## src/rtl/alu_arbiter.sv

```systemverilog
// alu_arbiter: round-robin sharing of one combinational ALU between two requesters
// Ports:
//   clk, rst_n                         clock, synchronous active-low reset
//   reqN_valid/ready/op/a/b (N=0,1)    request handshake and operands
//   rspN_valid/data/err   (N=0,1)      one-cycle result pulse, result, illegal-op flag
//   alu_op/alu_a/alu_b                 registered drive into the external ALU
//   alu_out                            combinational ALU result
module alu_arbiter #(
    parameter int WIDTH  = 32,
    parameter int OPW    = 4,
    parameter int MAX_OP = 10
) (
    input  logic             clk,
    input  logic             rst_n,
    input  logic             req0_valid,
    output logic             req0_ready,
    input  logic [OPW-1:0]   req0_op,
    input  logic [WIDTH-1:0] req0_a,
    input  logic [WIDTH-1:0] req0_b,
    output logic             rsp0_valid,
    output logic [WIDTH-1:0] rsp0_data,
    output logic             rsp0_err,
    input  logic             req1_valid,
    output logic             req1_ready,
    input  logic [OPW-1:0]   req1_op,
    input  logic [WIDTH-1:0] req1_a,
    input  logic [WIDTH-1:0] req1_b,
    output logic             rsp1_valid,
    output logic [WIDTH-1:0] rsp1_data,
    output logic             rsp1_err,
    output logic [OPW-1:0]   alu_op,
    output logic [WIDTH-1:0] alu_a,
    output logic [WIDTH-1:0] alu_b,
    input  logic [WIDTH-1:0] alu_out
);
    localparam logic [OPW-1:0] LAST_OP = OPW'(MAX_OP);

    logic             ptr;
    logic             grant0, grant1, illegal;
    logic             s1_valid, s1_id;
    logic             s2_valid, s2_id, s2_err;
    logic [WIDTH-1:0] s2_data;

    // ptr names the requester that wins a tie; gating with rst_n keeps ready low in reset
    always_comb begin
        grant0  = rst_n & req0_valid & (~req1_valid | ~ptr);
        grant1  = rst_n & req1_valid & (~req0_valid | ptr);
        illegal = alu_op > LAST_OP;
    end

    assign req0_ready = grant0;
    assign req1_ready = grant1;
    assign rsp0_valid = s2_valid & ~s2_id;
    assign rsp1_valid = s2_valid & s2_id;
    assign rsp0_data  = s2_data;
    assign rsp1_data  = s2_data;
    assign rsp0_err   = s2_err;
    assign rsp1_err   = s2_err;

    always_ff @(posedge clk) begin
        if (!rst_n) begin
            ptr      <= 1'b0;
            s1_valid <= 1'b0;
            s1_id    <= 1'b0;
            alu_op   <= '0;
            alu_a    <= '0;
            alu_b    <= '0;
            s2_valid <= 1'b0;
            s2_id    <= 1'b0;
            s2_data  <= '0;
            s2_err   <= 1'b0;
        end else begin
            s1_valid <= grant0 | grant1;
            // ALU drive only changes on accept so an idle ALU sees stable inputs
            if (grant0 | grant1) begin
                ptr    <= grant0;
                s1_id  <= grant1;
                alu_op <= grant1 ? req1_op : req0_op;
                alu_a  <= grant1 ? req1_a : req0_a;
                alu_b  <= grant1 ? req1_b : req0_b;
            end
            s2_valid <= s1_valid;
            s2_id    <= s1_id;
            s2_err   <= illegal;
            s2_data  <= illegal ? '0 : alu_out;
        end
    end
endmodule
```

## config.mk

```make
export PLATFORM = sky130hd
export DESIGN_NAME = alu_arbiter
export DESIGN_NICKNAME = d
export VERILOG_FILES = /design/src/rtl/alu_arbiter.sv
export SDC_FILE = /design/constraint.sdc
export NUM_CORES = 1
export LEC_CHECK = 0
export BUFFER_PORTS_ARGS = -buffer_cell sky130_fd_sc_hd__buf_2
export CAP_MARGIN = 25
export CORE_AREA = 2 2 121 123
export CTS_CLUSTER_SIZE = 24
export DETAILED_ROUTE_END_ITERATION = 7
export DIE_AREA = 0 0 123 125
export HOLD_SLACK_MARGIN = 0.08
export PLACE_DENSITY = 0.84
export SYNTH_ARGS = -nofsm -noshare
export SYNTH_HDL_FRONTEND = slang
export SYNTH_SLANG_ARGS = --single-unit
```

## constraint.sdc

```tcl
create_clock -name clk -period 2.3 [get_ports clk]
set_clock_uncertainty 0.15 [all_clocks]
set_input_delay 0.69 -clock clk [delete_from_list [all_inputs] [get_ports clk]]
set_output_delay 0.69 -clock clk [all_outputs]
set_load 0.01 [all_outputs]
```

## After elaboration in Yosys (flattened, before gate mapping)

Cells that the tools add are included.

- Input port bits: 172
- Bits in registers: 106
- Logic and storage cells: 29
- Output and inout bits: 138

- Multiplexer cells: 3
- Order comparisons: 1
- Reduce and logical (&&, ||, !) cells: 1
- Bitwise operators: 14

Operators by type and width:

| kind | count |
|---|---|
| 32-bit 2-to-1 mux | 2 |
| 1-bit AND | 6 |
| 1-bit NOT | 5 |
| 4-bit greater-than comparator (second input constant) | 1 |
| 4-bit 2-to-1 mux | 1 |
| 1-bit bitwise OR | 3 |
| 2-bit OR reduction | 1 |

## Depth between registers and ports, before layout

Gate-level depths: netlist of the first run.

- Depth after elaboration: 4
- Mapped depth: 6
- Mapped depth without buffers: 3

## Least setup slack after synthesis of the first run

No wires, ideal clock.

- Kind: input to output
- Start: in req0_valid
- End: out req1_ready
- Slack: 0.024 ns
- Path buffers: 3
- Data arrival time: 1.436 ns
- Required time: 1.460 ns
- Cell stages on the path: 5
- Cell sequence: nand2b_1 > clkbuf_1 > and2_4 > buf_6 > buf_8

- Word-level cells in the longest chain between the ends: 3

Ends and longest elaborated chain:

| item | RTL line | text |
|---|---|---|
| start: declaration | 15 | `input logic req0_valid,` |
| 1-bit NOT | 47 | `grant1 = rst_n & req1_valid & (~req0_valid \| ptr);` |
| 1-bit bitwise OR | 47 |  |
| 1-bit AND | 47 |  |
| end: declaration | 24 | `output logic req1_ready,` |

Every way passes these cells.

## Worst setup path after layout of the first run

- Start: in rst_n
- End: out req1_ready

- Word-level cells in the longest chain between the ends: 2

Ends and longest elaborated chain:

| item | RTL line | text |
|---|---|---|
| start: declaration | 14 | `input logic rst_n,` |
| 1-bit AND (2 in series) | 47 |  |

Every way passes these cells.

==> results of run 1 <==
==> where the power goes <==
part           switching, mW  internal (mW)
clock                  0.701          0.879
sequential            0.0810           1.99
combinational          0.549          0.484
==> worst reg2reg max path, stage by stage (launching register included) <==
cell and delay [ns]:
dfxtp_1 0.32, nand2b_2 0.20, and2_4 0.17, buf_12 0.21, o311ai_4 0.37
==> kinds of logic (layout without fill, tap and decap cells) <==
kind of cell / after synthesis / in the layout
and+or+nand+nor: 249 / 249
buffers and inverters: 83 / 341
AOI/OAI and AO/OA: 73 / 73
DFF: 106 / 106
==> cells in the final DEF, fill, tap and decap left out, drive strengths merged, types with 3 or more instances in the layout <==
master / count
buf: 324
dfxtp: 106
nand3: 68
nand2: 138
o311ai: 68
clkinvlp: 3
clkbuf: 11
and2: 36
==> layer usage <==
metal  wire length [µm]  track usage (%)  share of wire, %  up-vias
li1                   -                -                 -     2261
met1               5920             20.8                37     2318
met4                505             8.82               3.2        0
met3               1130             4.43               7.1       30
met2               8310             37.4                52      198
met5                  0                0                 0        -
==> registers in the layout, summed over array words and instances (netlist names) <==
| register | cells |
|---|---|
| alu_a | 32 |
| alu_b | 32 |
| alu_op | 4 |
| ptr | 1 |
| rsp0_data | 32 |
| rsp0_err | 1 |
| s1_id | 1 |
| s1_valid | 1 |
| s2_id | 1 |
| s2_valid | 1 |
==> worst min-delay path by stage <==
| stage | endpoint | cells after the start |
|---|---|---|
| 2_1_floorplan | s2_id | 2 |
| 3_3_place_gp | s2_id | 2 |
| 3_5_place_dp | s2_id | 2 |
| 4_1_cts | s2_valid | 1 |
| 5_1_grt | s2_valid | 1 |
| 6_report | s2_valid | 1 |
==> stage by stage <==
stage               setup slack (ns)  instances  hold slack, ns
global placement              0.0544        937           0.265
floorplan                     0.0237        511           0.254
CTS                           0.0965        953           0.290
finish                        0.0981        953           0.287
global route                  0.0780        953           0.321
detailed placement           -0.0185        937           0.272
==> cell type report <==
class                           count  area (µm²)  share of cell area, %
Clock inverter                      5        61.3                  0.841
Inverter                            1        3.75                 0.0515
Multi-Input combinational cell    322        2870                   39.4
Sequential cell                   106        2120                   29.1
Timing Repair Buffer              324        1760                   24.1
Clock buffer                       11         243                   3.33
Tap cell                          184         230                   3.16
==> impl_metrics.toml, run 1 <==
[run_status]
status = "finished clean"

[final_layout]
final_cell_area_um2 = 7290
diodes = 0
area_growth_pct = 31.3
fillers = 1276
post-route-util_pct = 51.3
layout-drive-gt1-share_pct = 53.6
nets = 936

[power_and_ir_drop]
power.total_mw = 4.68
leakage_nw = 3.35
power_density_nw_per_um2 = 642
ir_worst_vdd_mv = 0.333

[yosys]
synthXorXnorAreaFrac_pct = 0
avgSynthCellArea_um2 = 10.9
synthTopCellsByCount = "nand2_1 (138), dfxtp_1 (106), nand3_1 (68)"
async_reset_ff_share_pct = 0
synth_top_family_by_area = "compound AO/OA/AOI/OAI gates"
yosys.area_share.simple_pct = 20.4
yosysWarnings = 0
synth-edff-count = 0
synthAdderAreaFrac_pct = 0
ys_seq_area_share_pct = 38.2
synth_cell_types = 24
synth_compound_area_share_pct = 31.0
ys_ff_latch = 106
synth_area_leaders = "dfxtp_1 (38%), o311ai_4 (27%), nand2_1 (9.3%), nand3_1 (6.1%), buf_4 (4.6%)"
synth.area.mux_share_pct = 0
synth_top_cell_by_area = "dfxtp_1"
ys.flop_type = "dfxtp_1"
synth_most_common_cell = "nand2_1"
post-synth-top-area-fraction_pct = 38.2
syn-num-nets = 683
netlist_area_um2 = 5560
synthCells = 511

[worst_setup_path]
crit_buf_inv = 2
critical_path_arrival_ns = 1.36
r2r_start = "ptr"
r2r_slack_ns = 0.78
cp-endpoint = "req1_ready"
slowest_stage = "and2_2"
path_cells = "buf_2 -> and2_2 -> and2_4 -> buf_2"
crit_type = "in2out"
cp_slowest_stage_delay_ns = 0.21
critPathTopFamily = "simple AND/OR/NAND/NOR gates"
reg2reg_to = "alu_a[15]"
crit_cells = 4
reg2reg_depth = 4
crit_top_cell = "buf_2"
startpoint = "rst_n"
required_ns = 1.46
cp-end-kind = "output pin"
start_kind = "primary input"
worstPathMaxFanout = 7

[drt]
initialDrtViolationCount = 252
dr.pass1.iters = 4
wire_per_inst_um = 16.6
post-route-drc-count = 0
viasPerCell = 5.04
ant_nets = 0
finalWirelength_mm = 15.9
vias = 4807

[clocking]
cts_tree = "built"
clk_latency_ns = 0.34
cts_setup_buffers = 0
path_clk_slew_ns = 0.07
cts-root-buf = "clkbuf_16"
post_cts_resized = 0
postCtsHoldBufs = 0
htree_num_levels = 3
clock_sinks = 106
cts_buffer_depth = 2
cts_inserted_buffers = 9

[floorplanning]
die_w_um = 123
core.rowCount = 44
start_util_pct = 39.1
dieArea_um2 = 15400
die_h_um = 125
fp.coreArea_um2 = 14200
io_pins = 310

[grt]
grt_pass1_wl_mm = 24.1
grt-ovfl-total = 0
antenna_found_initial = 0
grt_max_degree = 70
grt_pass1_vias = 4851
globalRouteTotalUtil_pct = 20.0

[placed_design]
placed_cell_area_um2 = 6990
numPortBuffers = 309
gp_congestion = 0.805
dp_hpwl_mm = 11.6

[timing]
final_hold_viol_count = 0
slew_headroom_pct = 48.1
period_minus_slack_ns = 2.20
fin_crit_sh_pct = 95.7
timing.fmax_mhz = 454
finalSetupTns_ns = 0
drv_slew = 0
grt_setup_unrepaired = "no"
worst_pin_slew_ns = 0.778
finalSetupViolCount = 0

[flow_run]
cap_violations = 0

[hold_path]
hp-class = "reg2reg"
min_from = "s1_valid"
Note: power is estimated with default switching activity, not from simulation.
==> run 2: changes to the inputs <==
--- a/config.mk
+++ b/config.mk
@@ -7,12 +7,12 @@
 export LEC_CHECK = 0
 export BUFFER_PORTS_ARGS = -buffer_cell sky130_fd_sc_hd__buf_2
 export CAP_MARGIN = 25
-export CORE_AREA = 2 2 121 123
+export CORE_MARGIN = 2
+export CORE_UTILIZATION = 41
 export CTS_CLUSTER_SIZE = 24
 export DETAILED_ROUTE_END_ITERATION = 7
-export DIE_AREA = 0 0 123 125
-export HOLD_SLACK_MARGIN = 0.08
-export PLACE_DENSITY = 0.84
+export HOLD_SLACK_MARGIN = 0.12
+export PLACE_DENSITY = 0.89
 export SYNTH_ARGS = -nofsm -noshare
 export SYNTH_HDL_FRONTEND = slang
 export SYNTH_SLANG_ARGS = --single-unit
==> constraint.sdc (replaced) <==
create_clock -name clk -period 1.9 [get_ports clk]
set_clock_uncertainty 0.15 [all_clocks]
set_input_delay 0.57 -clock clk [delete_from_list [all_inputs] [get_ports clk]]
set_output_delay 0.57 -clock clk [all_outputs]
set_load 0.01 [all_outputs]
==> impl_metrics.toml, run 2 (same netlist as run 1, synthesis figures left out) <==
[timing]
final_hold_viol_count = 0
finalSetupViolCount = 0
worst_pin_slew_ns = 0.561
grt_setup_unrepaired = "no"
fin_crit_sh_pct = 98.0
slew_headroom_pct = 62.6
period_minus_slack_ns = 1.86
drv_slew = 0
timing.fmax_mhz = 537

[power_and_ir_drop]
p_clk_share_pct = 31.5
internal-power_mw = 3.95
p_sw_mw = 1.63
power_density_nw_per_um2 = 748
power.total_mw = 5.58
ir_worst_vdd_mv = 0.489
leakage_nw = 3.45
combPwrFrac_pct = 23.5
seqPwrFrac_pct = 45.0
swShare_pct = 29.2

[clocking]
clk_latency_ns = 0.35
clock_sinks = 106
cts_buffer_depth = 2
postCtsHoldBufs = 0
htree_num_levels = 3
cts_inserted_buffers = 9
cts_tree = "built"
cts-root-buf = "clkbuf_16"
path_clk_slew_ns = 0.07

[grt]
grt_pass1_vias = 5079
antenna_found_initial = 0
globalRouteTotalUtil_pct = 21.6
grt_pass1_wl_mm = 24.5
grt-ovfl-total = 0
grt_max_degree = 48

[hold_path]
hp-class = "in2reg"

[floorplanning]
start_util_pct = 42.0
core.rowCount = 42
fp.coreArea_um2 = 13200
dieArea_um2 = 14500
io_pins = 310
die_h_um = 120
die_w_um = 120

[drt]
ant_nets = 0
dr.pass1.iters = 4
vias = 4901
initialDrtViolationCount = 218
viasPerCell = 5.11
finalWirelength_mm = 16.2
wire_per_inst_um = 16.9
post-route-drc-count = 0

[worst_setup_path]
crit_type = "in2out"
r2r_slack_ns = 0.28
start_kind = "primary input"
required_ns = 1.18
cp-end-kind = "output pin"
critical_path_arrival_ns = 1.14
worstPathMaxFanout = 4

[placed_design]
numPortBuffers = 309
post-place-cells = 942
dp_hpwl_mm = 12.3
gp_congestion = 0.783

[final_layout]
nets = 950
layout-drive-gt1-share_pct = 54.7
stdcell_count = 960
post-route-util_pct = 56.3
area_growth_pct = 34.2
final_cell_mix = "buf_2 (308), nand2_1 (138), dfxtp_1 (105)"
final_common_cell = "buf_2"
fillers = 1167

[run_status]
status = "finished clean"

[flow_run]
cap_violations = 0
==> run 2: changes by cell type in the layout (fill, tap and decap cells not counted), sizes merged <==
cell	change
buf	+14
clkinv	+3
clkinvlp	-2
bufinv	-1
clkbuf	-1
diode	+1
inv	+1
==> run 2: path summary, 6_finish.rpt <==
kind                   end  cells after the start        start
max             req1_ready                      4        rst_n
min          rsp0_data[23]                      2  alu_out[23]
min reg2reg       s2_valid                      1     s1_valid
max reg2reg      alu_b[16]                      4          ptr
==> run 2: final cells by class <==
class / instances / area [µm²] / area share, %
Timing Repair Buffer: 338 / 1950 / 26.1
Multi-Input combinational cell: 322 / 2880 / 38.7
Sequential cell: 106 / 2120 / 28.5
Antenna cell: 1 / 2.50 / 0.0336
Inverter: 1 / 3.75 / 0.0503
Clock buffer: 10 / 229 / 3.07
Tap cell: 176 / 220 / 2.95
Clock inverter: 6 / 50.0 / 0.671
==> run 2: timing repair <==
action,4_1_cts,5_1_grt
setup endpoints to repair,1,1
buffers inserted,0,1
resized for setup,2,1
==> run 2: routing by layer <==
layer | vias to the layer above | wire length (µm) | track usage (%)
met3 | 44 | 1230 | 5.90
met5 | - | 0 | 0
met4 | 0 | 479 | 9.81
li1 | 2294 | - | -
met2 | 239 | 8690 | 40.9
met1 | 2324 | 5780 | 21.8
==> run 2: critical path: stages <==
cell and delay (ns):
buf_2 0.12, and2_4 0.16, and2_4 0.17, buf_6 0.12
==> run 2: metrics by stage <==
| step | TNS, ns | area [µm²] | hold slack [ns] | worst slack (ns) |
|---|---|---|---|---|
| 6_report | 0 | 7460 | 0.267 | 0.0379 |
| 5_1_grt | 0 | 7450 | 0.257 | 0.00680 |
| 4_1_cts | 0 | 7440 | 0.255 | 0.0148 |
| 3_5_place_dp | -2.32 | 7160 | 0.271 | -0.0864 |
| 3_3_place_gp | -0.917 | 7160 | 0.264 | -0.0469 |
| 2_1_floorplan | -0.0805 | 5570 | 0.254 | -0.0805 |
==> run 2: power groups by stage <==
stage | Combinational (mW) | Clock, mW | Sequential [mW]
2_1_floorplan | 0.722 | 0 | 2.63
3_3_place_gp | 1.28 | 0 | 2.55
3_5_place_dp | 1.31 | 0 | 2.56
4_1_cts | 1.32 | 1.81 | 2.51
5_1_grt | 1.40 | 1.90 | 2.53
6_report | 1.31 | 1.76 | 2.51
